===== src/rtl/btn_event_arbiter.sv =====
// Round-robin arbiter + event FIFO for the front-panel button pulses.
// Ports: CLK, RESET (sync, active low), BTN_POSEDGE, EVT_READY, CLR_OVF,
//        EVT_VALID, EVT_ID, PENDING, FIFO_CNT, OVERFLOW.
// Option: BTN_EVT_RESET_PRIORITY_EN makes button 0 a queue flush.
module btn_event_arbiter #(
  parameter int N_BTN      = 4,
  parameter int IDX_W      = 2,
  parameter int FIFO_DEPTH = 4,
  parameter int CNT_W      = 3
) (
  input  logic             CLK,
  input  logic             RESET,
  input  logic [N_BTN-1:0] BTN_POSEDGE,
  input  logic             EVT_READY,
  input  logic             CLR_OVF,
  output logic             EVT_VALID,
  output logic [IDX_W-1:0] EVT_ID,
  output logic [N_BTN-1:0] PENDING,
  output logic [CNT_W-1:0] FIFO_CNT,
  output logic             OVERFLOW
);

  localparam int PTR_W = CNT_W - 1;

  logic [N_BTN-1:0] pend_q;
  logic [IDX_W-1:0] rr_last_q;
  logic [IDX_W-1:0] head_q;
  logic [CNT_W-1:0] cnt_q;
  logic [PTR_W-1:0] rd_q;
  logic [PTR_W-1:0] wr_q;
  logic             ovf_q;
  logic [IDX_W-1:0] mem [FIFO_DEPTH];

  logic             flush;
  logic             pop;
  logic             push_ok;
  logic             gnt;
  logic [IDX_W-1:0] gnt_idx;
  logic [IDX_W-1:0] cand;
  logic [N_BTN-1:0] gnt_oh;
  logic [N_BTN-1:0] drops;
  logic             push;
  logic [N_BTN-1:0] pend_nxt;
  logic             ovf_nxt;
  logic [CNT_W-1:0] cnt_rem;
  logic [CNT_W-1:0] cnt_nxt;
  logic [PTR_W-1:0] rd_nxt;
  logic [PTR_W-1:0] wr_nxt;
  logic [IDX_W-1:0] head_nxt;

`ifdef BTN_EVT_RESET_PRIORITY_EN
  assign flush = BTN_POSEDGE[0];
`else
  assign flush = 1'b0;
`endif

  assign pop     = (cnt_q != '0) && EVT_READY;
  assign push_ok = (cnt_q < CNT_W'(FIFO_DEPTH)) || pop;

  // Search starts just after the last winner, so every
  // requester is reached within N_BTN grants.
  always_comb begin
    gnt     = 1'b0;
    gnt_idx = '0;
    cand    = '0;
    for (int k = 1; k <= N_BTN; k++) begin
      cand = rr_last_q + IDX_W'(k);
      if (!gnt && pend_q[cand]) begin
        gnt     = 1'b1;
        gnt_idx = cand;
      end
    end
`ifdef BTN_EVT_RESET_PRIORITY_EN
    if (pend_q[0]) begin
      gnt     = 1'b1;
      gnt_idx = '0;
    end
`endif
    gnt = gnt && push_ok && !flush;
  end

  assign push   = gnt;
  assign gnt_oh = push ? (N_BTN'(1) << gnt_idx) : '0;
  assign drops  = flush ? '0 : (BTN_POSEDGE & pend_q & ~gnt_oh);

  always_comb begin
    pend_nxt = (pend_q & ~gnt_oh) | BTN_POSEDGE;
    ovf_nxt  = (|drops) ? 1'b1 : (CLR_OVF ? 1'b0 : ovf_q);
    cnt_rem  = cnt_q - CNT_W'(pop);
    cnt_nxt  = cnt_rem + CNT_W'(push);
    rd_nxt   = rd_q + PTR_W'(pop);
    wr_nxt   = wr_q + PTR_W'(push);
    // Head is precomputed so EVT_ID comes straight from a flop.
    if (cnt_nxt == '0)
      head_nxt = '0;
    else if (cnt_rem == '0)
      head_nxt = gnt_idx;
    else
      head_nxt = mem[rd_nxt];
    if (flush) begin
      pend_nxt = N_BTN'(1);
      cnt_nxt  = '0;
      rd_nxt   = '0;
      wr_nxt   = '0;
      head_nxt = '0;
    end
  end

  always_ff @(posedge CLK) begin
    if (!RESET) begin
      pend_q    <= '0;
      rr_last_q <= IDX_W'(N_BTN - 1);
      head_q    <= '0;
      cnt_q     <= '0;
      rd_q      <= '0;
      wr_q      <= '0;
      ovf_q     <= 1'b0;
    end else begin
      pend_q <= pend_nxt;
      head_q <= head_nxt;
      cnt_q  <= cnt_nxt;
      rd_q   <= rd_nxt;
      wr_q   <= wr_nxt;
      ovf_q  <= ovf_nxt;
      if (push)
        rr_last_q <= gnt_idx;
    end
  end

  always_ff @(posedge CLK) begin
    if (RESET && push)
      mem[wr_q] <= gnt_idx;
  end

  assign EVT_VALID = (cnt_q != '0);
  assign EVT_ID    = head_q;
  assign PENDING   = pend_q;
  assign FIFO_CNT  = cnt_q;
  assign OVERFLOW  = ovf_q;

endmodule


===== config.mk =====
export PLATFORM = sky130hd
export DESIGN_NAME = btn_event_arbiter
export DESIGN_NICKNAME = d
export VERILOG_FILES = /design/src/rtl/btn_event_arbiter.sv
export SDC_FILE = /design/constraint.sdc
export NUM_CORES = 1
export LEC_CHECK = 0
export ABC_CLOCK_PERIOD_IN_PS = 3200
export BUFFER_PORTS_ARGS = -buffer_cell sky130_fd_sc_hd__clkbuf_2
export CAP_MARGIN = 5
export CELL_PAD_IN_SITES_DETAIL_PLACEMENT = 2
export CELL_PAD_IN_SITES_GLOBAL_PLACEMENT = 2
export CORE_UTILIZATION = 34
export CTS_BUF_LIST = sky130_fd_sc_hd__clkbuf_16
export DETAILED_ROUTE_END_ITERATION = 12
export PLACE_DENSITY = 0.72
export RECOVER_POWER = 100
export SLEW_MARGIN = 20
export SYNTH_ARGS = -nofsm -noshare
export SYNTH_HDL_FRONTEND = slang
export SYNTH_SLANG_ARGS = --single-unit
export TNS_END_PERCENT = 50

===== constraint.sdc =====
create_clock -name CLK -period 3.2 [get_ports CLK]
set_clock_uncertainty 0.2 [all_clocks]
set_input_delay 0.32 -clock CLK [delete_from_list [all_inputs] [get_ports CLK]]
set_output_delay 0.32 -clock CLK [all_outputs]
set_load 0.01 [all_outputs]

==> results by group, run 1 <==
Synth
  • Distinct cell type count after synthesis: 33
  • Top cells by area, synth: dfxtp_1, edfxtp_1, ha_1, nor2_1, mux4_2
  • #FFs+latches synth: 24
  • Main synth FF type: dfxtp_1
  • Post-Syn Area per Cell: 10.7 µm²
  • Post-synthesis sequential area ratio: 49.9%
  • Post-synth top area share: 28.5%
  • Most frequent cells after synthesis: dfxtp_1, nor2_1, edfxtp_1, inv_1, and2_1
  • Post-Synthesis Cells: 105
  • Synthesized Nets: 119
  • Post-Synthesis Cell Area: 1120 µm²
  • Ys Warns: 0
  • EDFF count, synth: 8
  • Top cell type by total area after synthesis: dfxtp_1
  • Ys async rst share: 0%
  • Most frequent cell after synthesis: dfxtp_1

Detailed routing
  • DRT Wirelength: 2400 µm
  • # DRC: 0
  • DR vias: 835
  • Wirelength per Cell: 14.2 µm
  • DRT iter0 DRCs: 13
  • Routed vias/inst: 4.94
  • Drt pass-1 iters: 4
  • Routed Antenna Nets: 0

Worst setup path
  • Crit path from: PENDING[3]$_SDFF_PN0_
  • Critical R2R Launch: PENDING[3]$_SDFF_PN0_
  • CP Capture Type: register
  • R2R depth: 6
  • WS Path Type: register to register
  • Crit path required time: 3.14 ns
  • Startpoint Class: register
  • Reg2reg setup slack: 0.62 ns
  • Crit path arrival time: 2.51 ns
  • Crit path capture: OVERFLOW$_SDFFE_PN0P_
  • CP max FO: 10
  • Reg2Reg Capture Point: OVERFLOW$_SDFFE_PN0P_

STA
  • Tmin final: 2.58 ns
  • Slew margin rel.: 20.5%
  • Final Hold Vio Count: 0
  • # setup viols final: 0
  • Slew @ Worst Pin: 1.18 ns
  • Setup TNS: 0 ns
  • Final Max Slew Viols: 0
  • Fin Hold WS: 0.0964 ns
  • Fmax: 0.388 GHz
  • Period utilization: 80.5%
  • RSZ-0062 raised after global routing: no

Place
  • Dpl cells: 165
  • Number of I/O port buffers: 18
  • Placed Area: 1250 µm²
  • Post-DP HPWL: 1880 µm
  • GPL Wtd Cong: 0.737

Final layout
  • Layout cells sized above 1: 11.2%
  • Non-filler cells, final: 169
  • Layout area overhead: 14.8%
  • Register area: 561 µm²
  • Finished Core Util: 41.5%
  • Diode count: 0
  • Finished layout cell area: 1290 µm²
  • Fin nets: 140
  • Fill count: 364
  • Multi-input gate area: 480 µm²

Run
  • Max cap viols: 0

Clocking
  • Cts hold-fix bufs: 0
  • CTS Buffer Depth: 2
  • Post-CTS Setup Bufs: 0
  • Total CTS buffers: 3
  • Clock sinks: 24
  • Worst skew pair latency: 0.26 ns
  • Post-CTS sizing: 0
  • Clk root buf: clkbuf_16
  • H-tree levels: 1
  • Clk slew on worst S/H paths: 0.06 ns
  • CTS tree: yes

Pwr
  • Total internal power: 748 µW
  • Reg power frac: 39.2%
  • Switching fraction of total power: 32.9%
  • Logic pwr share: 36.6%
  • PwrDens: 865 nW/µm²
  • Worst VDD drop: 301 µV
  • NetSw: 367 µW
  • Leakage power: 0.533 nW
  • Clk network pwr share: 24.2%

Floorplan
  • Die Height: 59.5 µm
  • Cell Rows: 20
  • Die ar.: 3530 µm²
  • Initial Utilization: 36.2%
  • Die Width: 59.5 µm
  • Core area: 3100 µm²
  • # IOs: 19

Global route
  • GR Overflow Total: 0
  • GRT Util Overall: 15.4%
  • Initial antenna violation count: 0
  • First-pass GRT wire length: 3860 µm
  • Vias in the first global route: 824
  • Largest net degree at the start of global routing: 14

Hold path
  • HP Class: input port to register

Outcome
  • Status: completed
-- power by group through the flow --
| stage | registers [mW] | logic [mW] | clock network [mW] |
|---|---|---|---|
| after floorplan | 0.443 | 0.327 | 0 |
| after global placement | 0.442 | 0.431 | 0 |
| after detailed placement | 0.448 | 0.443 | 0 |
| after CTS | 0.441 | 0.446 | 0.279 |
| after global routing | 0.446 | 0.469 | 0.289 |
| final | 0.437 | 0.408 | 0.270 |
-- worst min path at each step --
stage	startpoint	slack, ns	cells after the start	to
4_1_cts	BTN_POSEDGE[3]	0.1	3	PENDING[3]$_SDFF_PN0_
5_1_grt	BTN_POSEDGE[1]	0.11	3	PENDING[1]$_SDFF_PN0_
2_1_floorplan	BTN_POSEDGE[1]	0.24	2	PENDING[1]$_SDFF_PN0_
3_5_place_dp	rr_last_q[0]$_SDFFE_PN1N_	0.35	2	rr_last_q[0]$_SDFFE_PN1N_
3_3_place_gp	rr_last_q[0]$_SDFFE_PN1N_	0.34	2	rr_last_q[0]$_SDFFE_PN1N_
6_report	BTN_POSEDGE[3]	0.1	3	PENDING[3]$_SDFF_PN0_
-- cells by family after synthesis --
group / after synthesis / share of synthesized area, %
AND/OR/NAND/NOR: 38 / 16.3
flip-flops: 24 / 49.9
AO/OA/AOI/OAI: 16 / 12.6
XOR/XNOR: 4 / 3.12
buffers and inverters: 12 / 4.68
multiplexers: 5 / 6.69
adder cells (fa/ha/maj): 6 / 6.69
-- layout by cell type, fill, tap and decap left out, drive strengths merged, types with 2 or more instances in the layout --
master / instances
nor3: 2
nor2: 13
o22a: 2
inv: 10
xnor2: 3
a21oi: 3
a31oi: 2
o31a: 2
nand2b: 2
mux4: 2
mux2i: 3
clkbuf: 21
nand3: 4
o211ai: 2
edfxtp: 8
dfxtp: 16
and2: 7
nand2: 7
ha: 6
-- routing by layer --
layer	part of all wire [%]	track usage (%)
met1	46	19.0
met2	50	25.5
met3	3.3	3.28
met4	1.5	7.14
met5	0	0
-- state kept, by name, summed over array words and instances, names as in the netlist --
name / count
rr_last_q: 2
FIFO_CNT: 3
EVT_ID: 2
wr_q: 2
PENDING: 4
mem: 8
OVERFLOW: 1
rd_q: 2
-- metrics by stage --
step	total power [mW]	setup slack (ns)
2_1_floorplan	0.770	0.812
3_3_place_gp	0.873	0.835
3_5_place_dp	0.891	0.765
4_1_cts	1.17	0.748
5_1_grt	1.20	0.361
6_report	1.12	0.622
-- area by class of cell --
cell class | instances | share of cell area (%)
tap | 44 | 4.27
sequential | 24 | 43.5
inverter | 10 | 2.91
timing repair buffer | 18 | 5.92
clock buffer | 3 | 5.83
clock inverter | 1 | 0.291
multi-input combinational | 69 | 37.3
-- worst max-delay path: stages, from the launching register on --
cell and delay [ns]:
dfxtp_1 0.49, nand2b_1 0.11, a21boi_0 0.14, o21ai_0 0.93, nand3_1 0.22, a32oi_1 0.27, a31oi_1 0.10
No activity file was read; power rests on OpenSTA's default activity.
==> run 2, diff against run 1 <==
ABC_CLOCK_PERIOD_IN_PS = 2650   (was 3200)
clock period = 2.65 ns   (was 3.2 ns; I/O delays follow)
==> results by group, run 2 (synthesis results as in run 1) <==
Worst setup path
  • Crit path required time: 2.59 ns
  • Buf/Inv on CP: 1
  • Critical R2R Launch: FIFO_CNT[2]$_SDFF_PN0_
  • Startpoint Class: register
  • Critical Path, Cell by Cell: or3_1, and2_0, ha_1, ha_1, inv_1, ha_1, o31ai_1, nor2_1
  • Most frequent CP cell: ha_1
  • CP max FO: 4
  • Crit path from: FIFO_CNT[2]$_SDFF_PN0_
  • CP Capture Type: register
  • Slowest CP cell: or3_1
  • Delay-heaviest family, CP: adder cells
  • Crit path arrival time: 2.40 ns
  • WS Path Type: register to register
  • Max incr delay on CP: 0.37 ns

Floorplan
  • Initial Utilization: 36.2%
  • Die Height: 59.5 µm
  • Die Width: 59.5 µm
  • Cell Rows: 20
  • Core area: 3100 µm²
  • # IOs: 19
  • Die ar.: 3530 µm²

STA
  • Slew @ Worst Pin: 0.354 ns
  • Final Hold Vio Count: 0
  • Slew margin rel.: 76.2%
  • Period utilization: 92.8%
  • # setup viols final: 0
  • Final Max Slew Viols: 0
  • Setup TNS: 0 ns
  • Setup WS post-layout: 0.190 ns
  • Tmin final: 2.46 ns
  • RSZ-0062 raised after global routing: no
  • Fmax: 0.407 GHz

Final layout
  • Layout cells sized above 1: 12.8%
  • Max reg flops: 8
  • Layout area overhead: 16.8%
  • Commonest non-fill, non-tap cell in the layout: dfxtp_1
  • Biggest register: mem
  • Commonest non-fill, non-tap cells in the layout: dfxtp_1, nor2_1, clkbuf_1
  • Fill count: 361
  • Finished layout cell area: 1310 µm²
  • Diode count: 0
  • Fin nets: 140

Detailed routing
  • Routed Antenna Nets: 0
  • Wirelength per Cell: 14.7 µm
  • DR vias: 844
  • DRT Wirelength: 2480 µm
  • # DRC: 0
  • DRT iter0 DRCs: 18
  • Drt pass-1 iters: 4
  • Routed vias/inst: 4.99

Clocking
  • H-tree levels: 1
  • Cts hold-fix bufs: 0
  • Total CTS buffers: 3
  • Clk slew on worst S/H paths: 0.06 ns
  • Clock sinks: 24
  • Post-CTS Setup Bufs: 0
  • Post-CTS sizing: 0
  • Clk root buf: clkbuf_16
  • Worst skew pair latency: 0.26 ns
  • CTS tree: yes
  • CTS Buffer Depth: 2

Pwr
  • Leakage power: 0.538 nW
  • Worst VDD drop: 360 µV
  • PwrDens: 1040 nW/µm²
  • Total power: 1.37 mW

Place
  • Number of I/O port buffers: 18
  • Post-DP HPWL: 1890 µm
  • Pre-CTS WS: 0.207 ns
  • GPL Wtd Cong: 0.737
  • Placed Area: 1250 µm²

Outcome
  • Status: completed

Run
  • Max cap viols: 0

Global route
  • Largest net degree at the start of global routing: 14
  • Vias in the first global route: 832
  • GRT Util Overall: 15.7%
  • Initial antenna violation count: 0
  • First-pass GRT wire length: 3920 µm
  • GR Overflow Total: 0

Hold path
  • HP Start: BTN_POSEDGE[3]
  • HP Class: input port to register
## run 2: changes by cell type in the layout (fill, tap and decap cells not counted)
cell and change:
a21oi_1 -1, a21oi_4 +1, o21ai_0 -1, o21ai_4 +1
## run 2: per-layer routing
layer / share of wire, % / up-vias / wire length [µm] / track usage, %
li1: - / 404 / - / -
met1: 47 / 422 / 1170 / 19.4
met2: 48 / 13 / 1200 / 26.0
met3: 3.1 / 5 / 76 / 3.28
met4: 1.5 / 0 / 37 / 7.14
met5: 0 / - / 0 / 0
## run 2: final cells by class
cell class / instances / area (µm²) / share of cell area (%)
Sequential cell: 24 / 561 / 42.7
Clock inverter: 1 / 3.75 / 0.286
Tap cell: 44 / 55.1 / 4.20
Multi-Input combinational cell: 69 / 503 / 38.4
Timing Repair Buffer: 18 / 76.3 / 5.82
Inverter: 10 / 37.5 / 2.86
Clock buffer: 3 / 75.1 / 5.73
## run 2: power breakdown
part | internal (mW) | switching, mW
clock | 0.202 | 0.128
sequential | 0.472 | 0.0584
combinational | 0.236 | 0.272
## run 2: worst min-delay path: stages
cell	delay [ns]
clkbuf_2	0.09
a21oi_1	0.04
nor2_1	0.07
## run 2: worst paths after layout
| kind | endpoint | slack (ns) | depth (start not counted) |
|---|---|---|---|
| worst min register to register | rr_last_q[0]$_SDFFE_PN1N_ | 0.35 | 2 |
| worst max-delay path | EVT_ID[1]$_SDFF_PP0_ | 0.19 | 8 |
| worst max register to register | EVT_ID[1]$_SDFF_PP0_ | 0.19 | 8 |
| worst min-delay path | PENDING[3]$_SDFF_PN0_ | 0.04 | 3 |
## run 2: stage by stage
stage / hold slack (ns) / util (%) / cells
6_report: 0.0412 / 42.3 / 169
3_3_place_gp: 0.293 / 40.4 / 165
4_1_cts: 0.0437 / 42.9 / 169
2_1_floorplan: 0.182 / - / 105
3_5_place_dp: 0.308 / 40.4 / 165
5_1_grt: 0.0615 / 42.3 / 169
